<file path="src/rtl/genie_elastic_fifo_pkg.sv">
// ----------------------------------------------------------------------------
// genie_elastic_fifo_pkg
//
// Purpose:
//   Shared helpers for the genie_elastic_fifo block. Pointer and level widths
//   depend on the DEPTH parameter of each instance, so they are derived
//   locally in the modules. This package only carries parameter-independent
//   constants and the elaboration-time helper used to check DEPTH.
//
// Contents:
//   DEFAULT_WIDTH / DEFAULT_DEPTH - default payload width and entry count
//   is_pow2()                     - true when the argument is a positive power of two
// ----------------------------------------------------------------------------
package genie_elastic_fifo_pkg;

    localparam int DEFAULT_WIDTH = 8;
    localparam int DEFAULT_DEPTH = 4;

    // Evaluated at elaboration time only. Pointers wrap naturally at their
    // bit width, which is correct only when DEPTH is a power of two.
    function automatic bit is_pow2(input int value);
        return (value > 0) && ((value & (value - 1)) == 0);
    endfunction

endpackage : genie_elastic_fifo_pkg

</file>
<file path="src/rtl/genie_elastic_fifo_mem.sv">
// ----------------------------------------------------------------------------
// genie_elastic_fifo_mem
//
// Purpose:
//   Register array for the elastic FIFO. It has one synchronous write port
//   and one asynchronous (combinational) read port. The asynchronous read
//   lets the FIFO present the head word in the same cycle the read pointer
//   points at it (show-ahead).
//
// Ports:
//   clk    in   rising-edge clock for the write port
//   we     in   write enable; when high, wdata is stored at waddr
//   waddr  in   write address
//   wdata  in   write data
//   raddr  in   read address
//   rdata  out  contents of entry raddr (combinational)
// ----------------------------------------------------------------------------
module genie_elastic_fifo_mem #(
    parameter int WIDTH  = 8,
    parameter int DEPTH  = 4,
    parameter int ADDR_W = $clog2(DEPTH)
) (
    input  logic              clk,
    input  logic              we,
    input  logic [ADDR_W-1:0] waddr,
    input  logic [WIDTH-1:0]  wdata,
    input  logic [ADDR_W-1:0] raddr,
    output logic [WIDTH-1:0]  rdata
);

    logic [WIDTH-1:0] regs [DEPTH];

    // NOTE: the array has no reset. The pointers and the level decide which
    // entries are meaningful, so the stale contents are never observed.
    // Leaving the array unreset keeps it a plain register file and avoids
    // a reset fan-out to every storage bit.
    always_ff @(posedge clk) begin
        // NOTE: sequential state is always assigned with <=. This way every
        // reader in the same time step sees the value from before the edge,
        // whatever order the always blocks run in.
        if (we) begin
            regs[waddr] <= wdata;
        end
    end

    assign rdata = regs[raddr];

endmodule : genie_elastic_fifo_mem

</file>
<file path="src/rtl/genie_elastic_fifo.sv">
// ----------------------------------------------------------------------------
// genie_elastic_fifo
//
// Purpose:
//   Elastic buffer placed directly after the fixed-latency memory delay
//   stage. It absorbs the delayed stream while the consumer stalls, and it
//   keeps the consumer's ready signal off the delay pipeline's enable path:
//   o_ready depends only on registered state and reset.
//   The design is a show-ahead register ring buffer with valid/ready on
//   both sides, an occupancy count and an almost-full flag.
//
// Parameters:
//   WIDTH      payload width in bits
//   DEPTH      number of entries (power of two, >= 2)
//   AF_THRESH  o_almost_full asserts when the level is >= this value (1..DEPTH)
//
// Ports:
//   clk            in   single clock, rising edge
//   reset          in   synchronous, active-high reset
//   i_data         in   upstream payload
//   i_valid        in   upstream payload valid
//   o_ready        out  FIFO can accept i_data this cycle
//   o_data         out  head-of-queue payload (don't-care when !o_valid)
//   o_valid        out  o_data valid
//   i_ready        in   downstream accepts o_data this cycle
//   o_level        out  current occupancy
//   o_almost_full  out  o_level >= AF_THRESH
// ----------------------------------------------------------------------------
module genie_elastic_fifo
    import genie_elastic_fifo_pkg::*;
#(
    parameter int WIDTH     = DEFAULT_WIDTH,
    parameter int DEPTH     = DEFAULT_DEPTH,
    parameter int AF_THRESH = DEPTH - 1
) (
    input  logic                       clk,
    input  logic                       reset,
    input  logic [WIDTH-1:0]           i_data,
    input  logic                       i_valid,
    output logic                       o_ready,
    output logic [WIDTH-1:0]           o_data,
    output logic                       o_valid,
    input  logic                       i_ready,
    output logic [$clog2(DEPTH+1)-1:0] o_level,
    output logic                       o_almost_full
);

    localparam int PTR_W = $clog2(DEPTH);
    localparam int LVL_W = $clog2(DEPTH + 1);

    localparam logic [LVL_W-1:0] LVL_FULL = LVL_W'(DEPTH);
    localparam logic [LVL_W-1:0] LVL_AF   = LVL_W'(AF_THRESH);
    localparam logic [LVL_W-1:0] LVL_ONE  = LVL_W'(1);

    // ------------------------------------------------------------------
    // Elaboration-time parameter checks
    // ------------------------------------------------------------------
    if (!is_pow2(DEPTH) || DEPTH < 2) begin : g_bad_depth
        $error("genie_elastic_fifo: DEPTH must be a power of two and >= 2");
    end

    if (AF_THRESH < 1 || AF_THRESH > DEPTH) begin : g_bad_af_thresh
        $error("genie_elastic_fifo: AF_THRESH must lie in 1..DEPTH");
    end

    // ------------------------------------------------------------------
    // State
    // ------------------------------------------------------------------
    logic [PTR_W-1:0] wrptr;
    logic [PTR_W-1:0] rdptr;
    logic [LVL_W-1:0] level;

    logic push;
    logic pop;

    // o_ready uses only registered level and reset. Because i_ready does not
    // appear here, a full FIFO refuses a word even in a cycle where it pops.
    // The freed slot becomes visible one cycle later.
    assign o_ready = !reset && (level != LVL_FULL);
    assign o_valid = !reset && (level != '0);

    assign push = i_valid && o_ready;
    assign pop  = o_valid && i_ready;

    // Gated by reset so that the outputs read as empty while reset is high,
    // including the first reset cycle before the registers have cleared.
    assign o_level       = reset ? '0 : level;
    assign o_almost_full = !reset && (level >= LVL_AF);

    // ------------------------------------------------------------------
    // Pointers and occupancy
    // ------------------------------------------------------------------
    always_ff @(posedge clk) begin
        if (reset) begin
            wrptr <= '0;
            rdptr <= '0;
            level <= '0;
        end else begin
            // Pointers are exactly log2(DEPTH) bits wide, so +1 wraps
            // from DEPTH-1 to 0 with no compare.
            if (push) begin
                wrptr <= wrptr + 1'b1;
            end
            if (pop) begin
                rdptr <= rdptr + 1'b1;
            end
            // Push and pop in the same cycle cancel each other.
            if (push && !pop) begin
                level <= level + LVL_ONE;
            end else if (pop && !push) begin
                level <= level - LVL_ONE;
            end
        end
    end

    // ------------------------------------------------------------------
    // Storage
    // ------------------------------------------------------------------
    genie_elastic_fifo_mem #(
        .WIDTH  (WIDTH),
        .DEPTH  (DEPTH),
        .ADDR_W (PTR_W)
    ) u_mem (
        .clk   (clk),
        .we    (push),
        .waddr (wrptr),
        .wdata (i_data),
        .raddr (rdptr),
        .rdata (o_data)
    );

    // ------------------------------------------------------------------
    // Simulation-only protocol checks
    // ------------------------------------------------------------------
    always_ff @(posedge clk) begin
        if (!reset) begin
            assert (!(push && level == LVL_FULL))
                else $error("genie_elastic_fifo: push while full");
            assert (!(pop && level == '0))
                else $error("genie_elastic_fifo: pop while empty");
        end
    end

endmodule : genie_elastic_fifo

</file>
<file path="config.mk">
export PLATFORM = sky130hd
export DESIGN_NAME = genie_elastic_fifo
export DESIGN_NICKNAME = d
export VERILOG_FILES = /design/src/rtl/genie_elastic_fifo_pkg.sv /design/src/rtl/genie_elastic_fifo_mem.sv /design/src/rtl/genie_elastic_fifo.sv
export SDC_FILE = /design/constraint.sdc
export NUM_CORES = 1
export LEC_CHECK = 0
export BUFFER_PORTS_ARGS = -buffer_cell sky130_fd_sc_hd__buf_4
export CAP_MARGIN = 10
export CORE_MARGIN = 2
export CORE_UTILIZATION = 40
export DETAILED_ROUTE_END_ITERATION = 7
export GPL_TIMING_DRIVEN = 0
export SLEW_MARGIN = 10
export SYNTH_ARGS = -nofsm -noshare
export SYNTH_HDL_FRONTEND = slang
export SYNTH_SLANG_ARGS = --single-unit
</file>
<file path="constraint.sdc">
create_clock -name clk -period 2.4 [get_ports clk]
set_input_delay 0.6 -clock clk [delete_from_list [all_inputs] [get_ports clk]]
set_output_delay 0.6 -clock clk [all_outputs]
set_load 0.1 [all_outputs]
</file>
==> summary.md, run 1 <==
| Metric | Value |
|---|---|
| Status | `finished clean` |
| CP Class | `input pin to output pin` |
| GR Util All Layers | `13.3%` |
| Die height | `68.6 µm` |
| Vias per Instance | `4.94` |
| Avg Cell Area, Syn | `17.8 µm²` |
| Unrepaired setup endpoints after global routing | `no` |
| Cts bufs inserted | `5` |
| Gr ovfl total | `0` |
| Critical path's largest stage delay | `400 ps` |
| Initial antenna violation count | `0` |
| Io pins | `26` |
| Area leader, netlist | `edfxtp_1` |
| Min Clock Period, post-route | `2300 ps` |
| Delay-heaviest family, CP | `buffers and inverters` |
| Final ANT Viol Nets | `0` |
| Worst-path maximum fanout | `10` |
| Die width | `68.6 µm` |
| Die area | `4710 µm²` |
| Crit share post-route | `95.9%` |
| IO buf count | `25` |
| Commonest cells in the synthesized netlist | `32 x edfxtp_1, 9 x dfxtp_1, 8 x mux4_2, 5 x ha_1, 5 x inv_1` |
| Drt first pass iters | `5` |
| Skew final | `4.13 ps` |
| Post-synth EDFFs | `32` |
| Peak Freq | `0.435 GHz` |
| Maximum VDD drop | `0.676 mV` |
| Nets | `146` |
| Layout cells sized above 1 | `41.1%` |
| Sequential area share after synthesis | `68.3%` |
| TritonCTS clock tree | `yes` |
| Min-delay worst type | `register to register` |
| Max_cap viols | `0` |
| Clk sinks | `41` |
| CP arrival | `1700 ps` |
| Hold WS | `487 ps` |
| Fin. Hold Viols | `0` |
| HPWL after detailed placement | `1910 µm` |
| Post-synth top area share | `57.5%` |
| WHS Path Cells | `1` |
| Root Buffer | `clkbuf_8` |
| Core footprint | `4000 µm²` |
| Most instantiated library cell after synthesis | `edfxtp_1` |
| Synth Warn # | `0` |
| Clk Latency, worst-skew pair | `280 ps` |
| Post-Syn Area | `1670 µm²` |
| Cell Pwr Density | `1210 nW/µm²` |
| CP Depth | `5` |
| Worst Max-Slew Pin Slew | `563 ps` |
| Syn Inst Count | `94` |
| Most used cell, CP | `buf_4` |
| Ant diodes | `0` |
| Pin count of the biggest net entering global routing | `13` |
| Via count | `885` |
| Clock slew at reported path FFs | `70 ps` |
| DRC viols | `0` |
| Worst R2R End | `level[2]` |
| CTS H-tree depth | `2` |
| Vias in the first global route | `899` |
| Synthesis-stage register bit count | `41` |
| Final wirelength | `2790 µm` |
| Crit path capture type | `output pin` |
| Largest buffer count on any clock path | `2` |
| Setup Viol. Count Final | `0` |
| Placer Congestion | `0.705` |
| Asr flop ratio synth | `0%` |
| Crit path required time | `1800 ps` |
| WL per Instance | `15.6 µm` |
| Synthesized net count | `112` |
| DR iter-0 viols | `42` |
| CP max-delay cell | `or3_2` |
| R2r setup slk | `170 ps` |
| Setup WS pre-CTS | `-115 ps` |
| Slew HR | `62.5%` |
| Area Overhead vs Synth | `23.7%` |
| P_leak | `0.758 nW` |
| Ranking of synthesized cells by area | `edfxtp_1 58%, dfxtp_1 11%, mux4_2 11%` |
| Critical Path Start Type | `input pin` |
| Netlist cell types | `27` |
| First-pass GRT wire length | `4270 µm` |
| Critical R2R Launch | `level[1]` |
| Crit-path cells | `buf_4, buf_2, nor2b_4, or3_2, buf_4` |
| Worst hold start | `rdptr[1]` |
| Most used DFF post-synth | `edfxtp_1` |
| Post-route setup slack | `99.4 ps` |
| Initial Utilization | `41.8%` |
| CP Buf/Inv Count | `3` |
| Placement Rows | `23` |
| Slew Viols, Final | `0` |
| R2R cell count | `8` |
power breakdown:
part           internal, mW  leakage (nW)  total (mW)  switching, mW
combinational         0.313         0.341        1.07          0.757
clock                 0.307        0.0528       0.529          0.222
sequential            0.851         0.365       0.908         0.0567
worst max-delay path by stage:
stage | slack (ps) | start | to
floorplan | -20 | reset | o_valid
global placement | -80 | reset | level[2]
detailed placement | -120 | reset | level[2]
CTS | 80 | register | o_data[1]
global route | 8 | level[1] | level[2]
finish | 100 | reset | o_valid
logic make-up after synthesis:
kind of cell	Yosys count	synth area share [%]
flops	41	68.3
simple gates	18	7.79
mux	11	12.7
compound gates	8	3.30
buf+inv	8	1.95
fa+ha+maj	6	4.94
xor+xnor	2	1.05
timing repair:
action                                  4_1_cts  5_1_grt
buffers inserted                              0        2
endpoints found under the setup margin        0        1
hold buffers                                  0        0
resized for setup                             0        1
layout by cell type (no fill, tap or decap):
master / n
edfxtp_1: 32
nor2_1: 3
or3_1: 1
nand3b_1: 1
buf_2: 2
buf_4: 27
o21ai_0: 3
nor2_2: 1
xor2_1: 2
a21o_2: 1
dfxtp_1: 8
clkbuf_1: 1
buf_1: 1
or3_4: 1
bufinv_16: 1
mux2i_1: 2
or3_2: 1
and2_1: 4
dfxtp_2: 1
clkinv_1: 1
o31ai_1: 1
fa_1: 1
nor2b_4: 3
inv_1: 5
mux4_2: 8
ha_1: 5
nor3b_2: 1
nand2b_1: 1
a21oi_1: 1
clkbuf_8: 5
a311o_1: 1
nor3b_4: 1
mux2_1: 1
a211o_1: 1
metal layers:
| layer | track usage (%) | share of wire [%] |
|---|---|---|
| met1 | 15.9 | 42 |
| met5 | 0 | 0 |
| met4 | 5.25 | 1.6 |
| met2 | 22.0 | 51 |
| met3 | 4.55 | 5.0 |
sequential cells by signal (all words and copies together), names as in the netlist, named ones only:
| register | count |
|---|---|
| level | 3 |
| rdptr | 2 |
| u_mem.regs | 32 |
| wrptr | 2 |
cell type report:
type                       count  area, µm²
buffer                         3       13.8
clock buffer                   6       72.6
clock inverter                 2       33.8
fill                         338       1930
inverter                       5       18.8
multi-input combinational     45        520
sequential                    41       1140
tap                           50       62.6
timing repair buffer          27        203
stage by stage:
| stage | total power, mW | instances | setup TNS, ps | cell area (µm²) | util [%] |
|---|---|---|---|---|---|
| 2_1_floorplan | 1.79 | 94 | -22.8 | 1690 | - |
| 3_3_place_gp | 1.98 | 169 | -84.3 | 1940 | 48.6 |
| 3_5_place_dp | 2.00 | 169 | -115 | 1940 | 48.6 |
| 4_1_cts | 2.52 | 177 | 0 | 2050 | 51.3 |
| 5_1_grt | 2.63 | 179 | 0 | 2070 | 51.7 |
| 6_report | 2.51 | 179 | 0 | 2070 | 51.7 |
Note: power is estimated with default switching activity, not from simulation.
==> run 2: changes to the inputs <==
--- a/config.mk
+++ b/config.mk
@@ -11,6 +11,7 @@
 export CORE_UTILIZATION = 40
 export DETAILED_ROUTE_END_ITERATION = 7
 export GPL_TIMING_DRIVEN = 0
+export SETUP_SLACK_MARGIN = 0.15
 export SLEW_MARGIN = 10
 export SYNTH_ARGS = -nofsm -noshare
 export SYNTH_HDL_FRONTEND = slang
==> summary.md, run 2 (synthesized netlist as in run 1, its figures left out) <==
| Metric | Value |
|---|---|
| Largest register by flop count | `u_mem.regs` |
| Vias per Instance | `4.99` |
| Unrepaired setup endpoints after global routing | `yes` |
| Core footprint | `4000 µm²` |
| Slew Viols, Final | `0` |
| Drt first pass iters | `3` |
| Worst-path maximum fanout | `10` |
| Slew HR | `71.1%` |
| Delay-heaviest family, CP | `buffers and inverters` |
| Io pins | `26` |
| Ant diodes | `0` |
| Fin. Hold Viols | `0` |
| Crit-path cells | `buf_4, buf_4, nor2b_4, or3_2, buf_6` |
| Crit path required time | `1800 ps` |
| Max reg flops | `32` |
| Tot Pwr | `2.55 mW` |
| Layout cells sized above 1 | `44.7%` |
| Hold Buf Count CTS | `0` |
| Final ANT Viol Nets | `0` |
| Status | `finished clean` |
| Most used cell, CP | `buf_4` |
| Maximum VDD drop | `0.895 mV` |
| Via count | `909` |
| GR Util All Layers | `13.3%` |
| Clock slew at reported path FFs | `70 ps` |
| Cts bufs inserted | `5` |
| Skew final | `4.88 ps` |
| Cell Pwr Density | `1210 nW/µm²` |
| Placer Congestion | `0.705` |
| Gr ovfl total | `0` |
| CP Buf/Inv Count | `3` |
| Vias in the first global route | `899` |
| Initial antenna violation count | `0` |
| Placement Rows | `23` |
| Critical path's largest stage delay | `420 ps` |
| Critical Path Start Type | `input pin` |
| Root Buffer | `clkbuf_8` |
| Die width | `68.6 µm` |
| Setup Viol. Count Final | `0` |
| Pin count of the biggest net entering global routing | `13` |
| CP Class | `input pin to output pin` |
| Die height | `68.6 µm` |
| Max_cap viols | `0` |
| DRC viols | `0` |
| Clk Latency, worst-skew pair | `290 ps` |
| CP max-delay cell | `or3_2` |
| Die area | `4710 µm²` |
| Area Overhead vs Synth | `26.3%` |
| TritonCTS clock tree | `yes` |
| Placed cell area | `1940 µm²` |
| Nets | `149` |
| Clk sinks | `41` |
| Commonest non-fill, non-tap cell in the layout | `edfxtp_1` |
| Design area | `2110 µm²` |
| Initial Utilization | `41.8%` |
| Largest buffer count on any clock path | `2` |
| Final wirelength | `2820 µm` |
| Hold WS | `488 ps` |
| Peak Freq | `0.453 GHz` |
| DR iter-0 viols | `54` |
| CP arrival | `1610 ps` |
| P_leak | `0.779 nW` |
| Largest regs | `u_mem.regs (32), level (3)` |
| Worst Max-Slew Pin Slew | `434 ps` |
| IO buf count | `25` |
| Min-delay worst type | `register to register` |
| HPWL after detailed placement | `1910 µm` |
| First-pass GRT wire length | `4270 µm` |
| Crit path capture type | `output pin` |
| Commonest non-fill, non-tap cells in the layout | `32 x edfxtp_1, 30 x buf_4, 8 x mux4_2, 7 x dfxtp_1` |
| Min Clock Period, post-route | `2210 ps` |
| WL per Instance | `15.5 µm` |
| CTS H-tree depth | `2` |
| Crit share post-route | `92.0%` |
run 2: cell types whose count changed in the layout (fill, tap and decap cells not counted):
cell,before,now
buf_1,1,0
buf_2,2,1
buf_4,27,30
buf_6,0,2
dfxtp_1,8,7
dfxtp_4,0,1
ha_1,5,4
ha_2,0,1
run 2: through the flow:
stage / instances / utilization [%] / TNS (ps) / setup WS (ps)
floorplan: 94 / - / -22.8 / -22.8
global placement: 169 / 48.6 / -84.3 / -84.3
detailed placement: 169 / 48.6 / -115 / -115
CTS: 177 / 51.5 / 0 / 153
global route: 182 / 52.7 / 0 / 131
finish: 182 / 52.7 / 0 / 193
run 2: worst paths after layout:
path,from,end,slack [ps],depth (start not counted)
setup / recovery,reset,o_valid,190,5
hold / removal,rdptr[1],register,490,1
setup reg to reg,level[0],level[2],250,8
hold reg to reg,rdptr[1],register,490,1
run 2: power breakdown:
group | leakage (nW) | internal (mW) | switching, mW
Sequential | 0.365 | 0.855 | 0.0590
Clock | 0.0528 | 0.307 | 0.222
Combinational | 0.361 | 0.340 | 0.763
run 2: metal layers:
metal | routed length [µm] | global-route usage, % | up-vias
li1 | - | - | 431
met1 | 1170 | 15.9 | 450
met2 | 1460 | 22.0 | 22
met3 | 145 | 4.55 | 6
met4 | 45 | 5.25 | 0
met5 | 0 | 0 | -
run 2: layout make-up:
cell class / count / area, µm²
fillers: 341 / 1890
flip-flops and latches: 41 / 1150
multi-input cells: 45 / 523
repair buffers: 30 / 229
clock buffers: 6 / 72.6
well taps: 50 / 62.6
clock inverters: 2 / 33.8
plain buffers: 3 / 23.8
inverters: 5 / 18.8
run 2: timing repair:
action | 4_1_cts | 5_1_grt
setup endpoints to repair | 10 | 5
gates cloned | 0 | 0
resized for setup | 4 | 5
pin swaps | 0 | 3
setup buffers | 0 | 5
==> run 3: changes to the inputs <==
--- a/config.mk
+++ b/config.mk
@@ -8,9 +8,10 @@
 export BUFFER_PORTS_ARGS = -buffer_cell sky130_fd_sc_hd__buf_4
 export CAP_MARGIN = 10
 export CORE_MARGIN = 2
-export CORE_UTILIZATION = 40
+export CORE_UTILIZATION = 55
 export DETAILED_ROUTE_END_ITERATION = 7
 export GPL_TIMING_DRIVEN = 0
+export PLACE_DENSITY = 0.78
 export SETUP_SLACK_MARGIN = 0.15
 export SLEW_MARGIN = 10
 export SYNTH_ARGS = -nofsm -noshare
==> summary.md, run 3 (synthesized netlist as in run 1, its figures left out) <==
| Metric | Value |
|---|---|
| Layout cells sized above 1 | `47.4%` |
| Io pins | `26` |
| Commonest non-fill, non-tap cell in the layout | `edfxtp_1` |
| Nets | `150` |
| Cts bufs inserted | `5` |
| Placer Congestion | `0.717` |
| Slew HR | `71.8%` |
| CP Buf/Inv Count | `2` |
| Critical R2R Launch | `level[0]` |
| Internal Pwr Total | `1.45 mW` |
| Area Overhead vs Synth | `26.1%` |
| Worst Max-Slew Pin Slew | `423 ps` |
| Worst hold start | `i_data[4]` |
| Final ANT Viol Nets | `0` |
| Pin count of the biggest net entering global routing | `13` |
| Clk sinks | `41` |
| Clock share of power | `16.5%` |
| GR Util All Layers | `16.5%` |
| Die height | `59.1 µm` |
| WL per Instance | `15.7 µm` |
| Maximum VDD drop | `0.899 mV` |
| R2r setup slk | `240 ps` |
| HPWL after detailed placement | `1780 µm` |
| Via count | `915` |
| DR iter-0 viols | `26` |
| Skew final | `8.37 ps` |
| Comb pwr share | `46.8%` |
| Switching share of total power | `41.7%` |
| Vias per Instance | `5.58` |
| Tot Pwr | `2.49 mW` |
| Die width | `59.1 µm` |
| Hold Buf Count CTS | `0` |
| Vias in the first global route | `935` |
| Status | `finished clean` |
| IO buf count | `25` |
| Largest regs | `u_mem.regs (32), level (3)` |
| Peak Freq | `0.460 GHz` |
| Initial antenna violation count | `0` |
| P_sw | `1.04 mW` |
| Min Clock Period, post-route | `2170 ps` |
| Setup Viol. Count Final | `0` |
| TritonCTS clock tree | `yes` |
| Gr ovfl total | `0` |
| Worst-path maximum fanout | `5` |
| Fillcell total | `170` |
| First-pass GRT wire length | `3990 µm` |
| Metal2 WL | `1330 µm` |
| Crit path capture type | `output pin` |
| Clock slew at reported path FFs | `110 ps` |
| CP Class | `register to output pin` |
| Largest register by flop count | `u_mem.regs` |
| Placement Rows | `19` |
| Largest buffer count on any clock path | `2` |
| Critical Path Start Type | `register` |
| Clk Latency, worst-skew pair | `330 ps` |
| Crit path from | `level[0]` |
| Metal3 WL | `122 µm` |
| Min-delay worst type | `input pin to register` |
| Commonest non-fill, non-tap cells in the layout | `32 x edfxtp_1, 22 x buf_4, 11 x buf_6, 8 x mux4_2, 7 x dfxtp_1` |
| Initial Utilization | `59.0%` |
| Crit-path cells | `buf_4, nor2b_4, or3_2, buf_6` |
| Metal-1 WL | `1080 µm` |
| CP arrival | `1570 ps` |
| Die area | `3490 µm²` |
| Highest routed layer | `met4` |
| Core footprint | `2830 µm²` |
| Final wirelength | `2580 µm` |
| Root Buffer | `clkbuf_4` |
| Fin. Hold Viols | `0` |
| Hold WS | `461 ps` |
| Critical path's largest stage delay | `420 ps` |
| Max_cap viols | `0` |
| Sequential Power Share | `36.7%` |
| DRC viols | `0` |
| Storage element area | `1150 µm²` |
| Cell Pwr Density | `1180 nW/µm²` |
| Ant diodes | `0` |
| Crit path required time | `1800 ps` |
| CP max-delay cell | `or3_2` |
| Crit share post-route | `90.5%` |
| Multi-input logic area | `529 µm²` |
| Unrepaired setup endpoints after global routing | `no` |
| P_leak | `0.785 nW` |
| CTS H-tree depth | `2` |
| Max reg flops | `32` |
| Delay-heaviest family, CP | `simple AND/OR/NAND/NOR gates` |
| Slew Viols, Final | `0` |
| Drt first pass iters | `4` |
-- run 3: layout make-up --
cell class | instances | area share, %
tap | 31 | 1.84
sequential | 41 | 54.4
clock buffer | 8 | 3.80
timing repair buffer | 31 | 12.6
inverter | 5 | 0.891
buffer | 3 | 1.31
multi-input combinational | 45 | 25.1
-- run 3: power groups by stage --
stage | clock network (mW) | registers (mW) | logic [mW]
floorplan | 0 | 0.908 | 0.884
global placement | 0 | 0.918 | 1.05
detailed placement | 0 | 0.923 | 1.07
CTS | 0.421 | 0.909 | 1.09
global route | 0.452 | 0.924 | 1.22
finish | 0.409 | 0.913 | 1.16
-- run 3: stage by stage --
stage	worst slack [ps]	utilization, %	setup TNS [ps]	std cells	cell area [µm²]
finish	228	74.5	0	164	2110
detailed placement	-121	67.9	-121	150	1920
global route	136	74.5	0	164	2110
global placement	-49.7	67.9	-49.7	150	1920
CTS	144	71.5	0	159	2020
floorplan	-22.8	-	-22.8	94	1690
-- run 3: routing by layer --
| metal | track usage (%) | up-vias |
|---|---|---|
| li1 | - | 431 |
| met1 | 17.5 | 444 |
| met2 | 29.0 | 31 |
| met3 | 5.68 | 9 |
| met4 | 8.44 | 0 |
| met5 | 0 | - |
-- run 3: path summary, 6_finish.rpt --
path | to | cells after the start
setup / recovery | o_valid | 4
hold / removal | u_mem.regs[2][4] | 1
setup reg to reg | level[2] | 8
hold reg to reg | register | 1
-- run 3: timing repair --
action,CTS,global route
endpoints found under the setup margin,10,10
gates resized for setup,6,14
setup buffers,1,5
pin swaps,1,3
